==> src/rtl/button_conditioner_if.sv <==
`default_nettype none
// ============================================================================
//  Module      : button_conditioner_if
//  Description : Signal bundle between the tug-of-war button conditioner and
//                its environment. The master side supplies the sample tick,
//                the round-live gate and the raw buttons; the slave side
//                (the conditioner) returns press pulses and debounced levels.
//  Revision    : 1.0 - initial release
// ============================================================================
interface button_conditioner_if;
  // Inputs to the conditioner
  logic slowen;   // one-clk sample tick from the clock-enable divider
  logic arm;      // high while a round is live
  logic btn_l;    // raw left button, asynchronous
  logic btn_r;    // raw right button, asynchronous
  // Outputs from the conditioner
  logic push_l;   // one-clk pulse: left press accepted
  logic push_r;   // one-clk pulse: right press accepted
  logic tie;      // one-clk pulse: both presses accepted together
  logic held_l;   // debounced left level
  logic held_r;   // debounced right level

  modport master (
    output slowen, arm, btn_l, btn_r,
    input  push_l, push_r, tie, held_l, held_r
  );

  modport slave (
    input  slowen, arm, btn_l, btn_r,
    output push_l, push_r, tie, held_l, held_r
  );
endinterface
`default_nettype wire

==> src/rtl/button_conditioner.sv <==
`default_nettype none
// ============================================================================
//  Module      : button_conditioner
//  Description : Cleans the two raw player buttons of the tug-of-war game.
//                Each channel is double-flop synchronised, debounced on the
//                1-in-256 slowen tick, and edge-detected. Accepted presses
//                become single-clk pulses, gated by arm, with a same-cycle
//                tie pulse replacing both individual pulses.
//  Revision    : 1.0 - initial release
// ============================================================================
module button_conditioner #(
  parameter int STABLE_TICKS = 4,   // ticks a new level must hold (2..15)
  parameter int CW           = 4    // debounce counter width, 2^CW > STABLE_TICKS
) (
  input  logic                  clk,
  input  logic                  rst,
  button_conditioner_if.slave   bus
);

  // Count value at which the next disagreeing tick commits the new level.
  localparam logic [CW-1:0] c_last = CW'(STABLE_TICKS - 1);

  // Channel index 0 = left player, 1 = right player.
  logic [1:0] w_btn;
  logic [1:0] w_held;
  logic [1:0] w_rise;

  assign w_btn = {bus.btn_r, bus.btn_l};

  generate
    for (genvar gi = 0; gi < 2; gi++) begin : g_chan
      logic          r_s1;      // first synchroniser stage (may be metastable)
      logic          r_s2;      // second stage, the value the debouncer sees
      logic          r_held;    // debounced level
      logic          r_held_d;  // debounced level one clk later
      logic [CW-1:0] r_cnt;     // consecutive disagreeing ticks seen so far

      // Bring the asynchronous button into the clk domain.
      always_ff @(posedge clk) begin
        if (rst) begin
          r_s1 <= 1'b0;
          r_s2 <= 1'b0;
        end else begin
          r_s1 <= w_btn[gi];
          r_s2 <= r_s1;
        end
      end

      // Accept a new level only after it disagrees with held on
      // STABLE_TICKS consecutive ticks; any agreeing tick restarts the run,
      // so short glitches never reach held.
      always_ff @(posedge clk) begin
        if (rst) begin
          r_cnt  <= '0;
          r_held <= 1'b0;
        end else if (bus.slowen) begin
          if (r_s2 == r_held) begin
            r_cnt <= '0;
          end else if (r_cnt == c_last) begin
            r_held <= r_s2;
            r_cnt  <= '0;
          end else begin
            r_cnt <= r_cnt + CW'(1);
          end
        end
      end

      // Delay held by one clk so a rising edge is visible for one cycle.
      always_ff @(posedge clk) begin
        if (rst) begin
          r_held_d <= 1'b0;
        end else begin
          r_held_d <= r_held;
        end
      end

      // Only the 0->1 transition of the debounced level is a press.
      assign w_held[gi] = r_held;
      assign w_rise[gi] = r_held & ~r_held_d;
    end
  endgenerate

  logic r_push_l;
  logic r_push_r;
  logic r_tie;

  // Register the press pulses; a disarmed round swallows rises outright
  // and simultaneous rises collapse into a single tie pulse.
  always_ff @(posedge clk) begin
    if (rst || !bus.arm) begin
      r_push_l <= 1'b0;
      r_push_r <= 1'b0;
      r_tie    <= 1'b0;
    end else begin
      r_tie    <= w_rise[0] &  w_rise[1];
      r_push_l <= w_rise[0] & ~w_rise[1];
      r_push_r <= w_rise[1] & ~w_rise[0];
    end
  end

  assign bus.push_l = r_push_l;
  assign bus.push_r = r_push_r;
  assign bus.tie    = r_tie;
  assign bus.held_l = w_held[0];
  assign bus.held_r = w_held[1];

endmodule
`default_nettype wire

==> src/flat_wrapper.sv <==
// flat-port wrapper written by rule: the top's interface ports become plain ports
module button_conditioner_flat 
#(
  parameter int STABLE_TICKS = 4,                                         
  parameter int CW           = 4                                                  
)
  (clk, rst, bus_slowen, bus_arm, bus_btn_l, bus_btn_r, bus_push_l, bus_push_r, bus_tie, bus_held_l, bus_held_r);
  button_conditioner_if bus_i ();
  input  logic clk;
  input  logic rst;
  input wire logic [$bits(bus_i.slowen)-1:0] bus_slowen;
  input wire logic [$bits(bus_i.arm)-1:0] bus_arm;
  input wire logic [$bits(bus_i.btn_l)-1:0] bus_btn_l;
  input wire logic [$bits(bus_i.btn_r)-1:0] bus_btn_r;
  output wire logic [$bits(bus_i.push_l)-1:0] bus_push_l;
  output wire logic [$bits(bus_i.push_r)-1:0] bus_push_r;
  output wire logic [$bits(bus_i.tie)-1:0] bus_tie;
  output wire logic [$bits(bus_i.held_l)-1:0] bus_held_l;
  output wire logic [$bits(bus_i.held_r)-1:0] bus_held_r;
  assign bus_i.slowen = bus_slowen;
  assign bus_i.arm = bus_arm;
  assign bus_i.btn_l = bus_btn_l;
  assign bus_i.btn_r = bus_btn_r;
  assign bus_push_l = bus_i.push_l;
  assign bus_push_r = bus_i.push_r;
  assign bus_tie = bus_i.tie;
  assign bus_held_l = bus_i.held_l;
  assign bus_held_r = bus_i.held_r;
  button_conditioner #(.STABLE_TICKS(STABLE_TICKS), .CW(CW)) u_core (.clk(clk), .rst(rst), .bus(bus_i));
endmodule
==> config.mk <==
export PLATFORM = sky130hd
export DESIGN_NAME = button_conditioner_flat
export DESIGN_NICKNAME = d
export VERILOG_FILES = /design/src/rtl/button_conditioner_if.sv /design/src/rtl/button_conditioner.sv /design/src/flat_wrapper.sv
export SDC_FILE = /design/constraint.sdc
export NUM_CORES = 1
export LEC_CHECK = 0
export ABC_CLOCK_PERIOD_IN_PS = 1850
export BUFFER_PORTS_ARGS = -buffer_cell sky130_fd_sc_hd__clkbuf_2
export CAP_MARGIN = 0
export CORE_AREA = 8 8 52 59
export DETAILED_ROUTE_END_ITERATION = 8
export DIE_AREA = 0 0 60 67
export SLEW_MARGIN = 20
export SYNTH_ARGS = -nofsm -noshare
export SYNTH_HDL_FRONTEND = slang
export SYNTH_SLANG_ARGS = --single-unit
==> constraint.sdc <==
create_clock -name clk -period 1.85 [get_ports clk]
set_input_delay 0.37 -clock clk [delete_from_list [all_inputs] [get_ports clk]]
set_output_delay 0.37 -clock clk [all_outputs]
set_load 0.01 [all_outputs]
# After elaboration in Yosys (flattened, before gate mapping)
# Cells that the tools add are included.
[totals]
reg_bits = 19
input_bits = 6
out_inout_bits = 5
[classes]
add_sub_neg = 2
eq_ne = 4
n_mux = 4
bitwise = 11
reduce_logical = 4
[ops]
columns = ["operator", "n"]
rows = [
  ["4-bit two-way mux", 4],
  ["4-bit by 1-bit adder with 4-bit output, second input constant", 2],
  ["4-bit by 2-bit equality test with 1-bit output, second input constant", 2],
  ["1-bit NOT", 6],
  ["3-bit AND reduction", 2],
  ["1-bit AND", 5],
  ["1-bit equality test", 2],
  ["1-bit logical NOT", 1],
  ["1-bit logical OR", 1],
]

# Longest topological paths before layout
[logic_depth]
depth_word = 4
mapped_depth = 4
ltp_nobuf = 4

# Least setup slack after synthesis
# No wires, ideal clock.
[synth_timing]
kind = "reg-to-reg"
startpoint = "register u_core.g_chan[1].r_cnt[0]"
endpoint = "register u_core.g_chan[1].r_cnt[2]"
setup_ps = 92
arrival_ps = 1105
t_required_ps = 1758
setup_slack_ps = 653
path_stages_with_launch = 5
n_path_buf = 0
cell_sequence = "dfxtp_1 ha_1 inv_1 or4_1 o32ai_1"
[synth_between]
elab_chain_cells = 3
elab_cells_between_ends = 4
classes_between = "add/sub: 1; eq/ne: 1; mux: 2"
[synth_rtl]
columns = ["item", "line_no", "rtl"]
rows = [
  ["start: declaration", "button_conditioner.sv:36", "logic [CW-1:0] r_cnt;"],
  ["start signal: assignment", "button_conditioner.sv:63", "r_cnt <= r_cnt + CW'(1);"],
  ["4-bit by 1-bit adder with 4-bit output / 4-bit by 2-bit equality test with 1-bit output (equally long branches)", "button_conditioner.sv:63, button_conditioner.sv:59", ""],
  ["4-bit two-way mux *", "button_conditioner.sv:59", "end else if (r_cnt == c_last) begin"],
  ["4-bit two-way mux *", "button_conditioner.sv:57", "if (r_s2 == r_held) begin"],
]
# Mark *: on every way between the ends. The rest lies on a longest branch, timed or not.
# A chain may end at the register's enable or synchronous reset.

# Final worst setup path
[layout_timing]
startpoint = "register u_core.g_chan[0].r_held (netlist: u_core.bus.held_l)"
endpoint = "output bus_held_l"
[layout_lines]
columns = ["item", "line_no", "rtl"]
rows = [
  ["start: declaration", "button_conditioner.sv:34", "logic r_held;"],
  ["start signal: assignment", "button_conditioner.sv:60", "r_held <= r_s2;"],
  ["end: declaration", "flat_wrapper.sv:18", "output wire logic [$bits(bus_i.held_l)-1:0] bus_held_l;"],
]
# No word-level cell between the ends.

==> qor.txt <==
Mapped Nets: 88
M3 GR Usage: 1.73%
Sequential element share of the synthesized area: 47.2%
Crit path cell chain: clkbuf_2
Critical setup path kind: flip-flop to output port
Yosys cell types: 28
CORE AREA: 2140 µm²
Hold Path Origin: bus_btn_l
Mapped Area: 806 µm²
Origin of the critical flop-to-flop path: u_core.g_chan[1].r_cnt[0]
Clock sink count: 19
Final #Nets: 101
Worst slew pin tran: 0.287 ns
Relative slew slack: 80.9%
Total grt overflow: 0
FP Rows: 18
P_leak: 0.327 nW
Gr busiest metal: met2
Clock buffer count from CTS: 3
Setup-failing EPs final: 0
Synth top area cells: dfxtp_1, nand2b_1, nor2b_1
FMAX: 0.767 GHz
WL final: 1380 µm
Vias in the first global route: 615
Die area: 4020 µm²
Setup crit end kind: output port
Simple-gate portion of the synthesized area: 29.2%
Clock Skews: 0.00593 ns
# DRC: 0
Min-delay worst type: primary input to flip-flop
Setup TNS: 0 ns
Most common cell after layout, fill and taps aside: dfxtp_1
Largest net degree at the start of global routing: 18
Layout area overhead: 13.5%
Die W: 60 µm
Synth Area in XOR/XNOR: 4.04%
Critical path required time: 1.48 ns
WP buf/inv: 1
Diode count: 0
RSZ-0062 raised after global routing: false
Final non-filler cell total: 122
Clk slew on worst S/H paths: 0.11 ns
Worst-Skew Late Latency: 0.29 ns
Yosys reg bits: 19
Fin crit share: 70.5%
Critical path's slowest cell: dfxtp_1
Die height: 67 µm
Largest area contributor in the netlist: dfxtp_1
Fin area: 915 µm²
Post-synthesis mux area share: 2.48%
Post-CTS setup buffers: 0
DRT Pass-1 Iters: 3
Crit path from: u_core.bus.held_l
CTS Buffer Depth: 2
Max-Cap Viols: 0
IO Count: 11
Final Hold Viols: 0
First-pass GRT wire length: 2440 µm
Cells after Synth: 80
Via count: 579
Dpl cells: 118
Port buffer count: 10
Starting Density: 37.7%
Status: finished, final reports clean
DR WL/cell: 11.3 µm
Met2 GRT Util: 12.1%
Post-DR vias/cell: 4.75
FILL cells: 225
Adder and majority gate portion of the synthesized area: 3.11%
Tot GR Track Use: 7.73%
Synth Area in Compound Gates: 10.6%
Crit-path max FO: 5
DR iter-0 viols: 8
H-tree Lvls: 1
Max-slew violations: 0
Arrival time at the worst endpoint: 0.93 ns
Share of layout cells above drive strength 1: 20.7%
GPL Wtd Cong: 0.682
Initial antenna violation count: 0
CP delay by family, top: flip-flops
Placed inst area: 888 µm²
Period minus WS final: 1.30 ns
Cell Pwr Density: 717 nW/µm²
Grt met1 use: 9.35%
# hold bufs at CTS: 0
Peak supply drop: 0.433 mV
Avg Cell Area, Syn: 10.1 µm²
Main combinational cell family by area after synthesis: simple AND/OR/NAND/NOR gates
Ys Warns: 0
Most frequent cells in the layout: dfxtp_1, clkbuf_2, nand2b_1, nor2b_1
Worst Setup Start Kind: flip-flop
Clock root cell: clkbuf_4
Antenna viol nets, final: 0
TritonCTS clock tree: built
Share of the synthesized area in the top cell type: 47.2%
Largest stage delay, worst path: 0.46 ns
Resized cells post-CTS: 0
## state kept, by name, indices dropped and copies added, names as in the netlist
| register | cells |
|---|---|
| u_core.g_chan.r_cnt | 8 |
| u_core.g_chan.r_held_d | 2 |
| u_core.g_chan.r_s1 | 2 |
| u_core.g_chan.r_s2 | 2 |
| u_core.bus.held_l | 1 |
| u_core.bus.held_r | 1 |
| u_core.bus.push_l | 1 |
| u_core.bus.push_r | 1 |
| u_core.bus.tie | 1 |
## through the flow
| stage | setup WS (ns) | total power [mW] | utilization [%] | hold WS (ns) |
|---|---|---|---|---|
| floorplan | 0.653 | 0.448 | - | 0.414 |
| global placement | 0.596 | 0.459 | 41.5 | 0.425 |
| detailed placement | 0.564 | 0.459 | 41.5 | 0.429 |
| CTS | 0.532 | 0.666 | 42.7 | 0.274 |
| global route | 0.451 | 0.682 | 42.7 | 0.287 |
| finish | 0.546 | 0.656 | 42.7 | 0.280 |
## cell type report
type	instances	area, µm²	area share (%)
inverters	4	15.0	1.64
repair buffers	11	57.6	6.29
well taps	30	37.5	4.10
flip-flops and latches	19	380	41.6
clock buffers	4	26.3	2.87
multi-input cells	54	398	43.5
## worst paths after layout
check | endpoint | slack [ns] | depth (start not counted)
min reg2reg | u_core.g_chan[0].r_s2 | 0.45 | 1
min | u_core.g_chan[0].r_s1 | 0.28 | 2
max reg2reg | u_core.g_chan[1].r_cnt[2] | 0.57 | 4
max | bus_held_l | 0.55 | 1
## metal layers
layer	up-vias	routed length (µm)
met5	-	0
met4	0	12
met3	2	28
met2	9	610
met1	264	731
li1	304	-
## cells in the mapped netlist
cell type / count
dfxtp_1: 19
nand2b_1: 8
nor2b_1: 8
a21oi_1: 5
nand3_1: 5
inv_1: 4
a21boi_1: 3
and4bb_2: 2
ha_1: 2
mux2i_1: 2
nor2_1: 2
nor3b_1: 2
o32ai_1: 2
xor2_2: 2
a31oi_1: 1
buf_1: 1
buf_2: 1
clkbuf_1: 1
nand2_1: 1
nand4b_1: 1
nand4bb_1: 1
nor3_1: 1
nor4bb_1: 1
o21ai_1: 1
o311ai_1: 1
or3_2: 1
or3b_1: 1
or4_1: 1
## cell families (layout without fill, tap and decap cells)
| group | after synthesis | in the layout |
|---|---|---|
| AO/OA/AOI/OAI | 13 | 13 |
| XOR/XNOR | 2 | 2 |
| adder cells (fa/ha/maj) | 2 | 2 |
| buffers and inverters | 7 | 19 |
| flip-flops | 19 | 19 |
| multiplexers | 2 | 2 |
| AND/OR/NAND/NOR | 35 | 35 |
## power by group
part | internal [mW] | switching [mW]
registers | 0.414 | 0.00308
logic | 0.0148 | 0.0182
clock network | 0.0837 | 0.122
No activity file was read; power rests on OpenSTA's default activity.
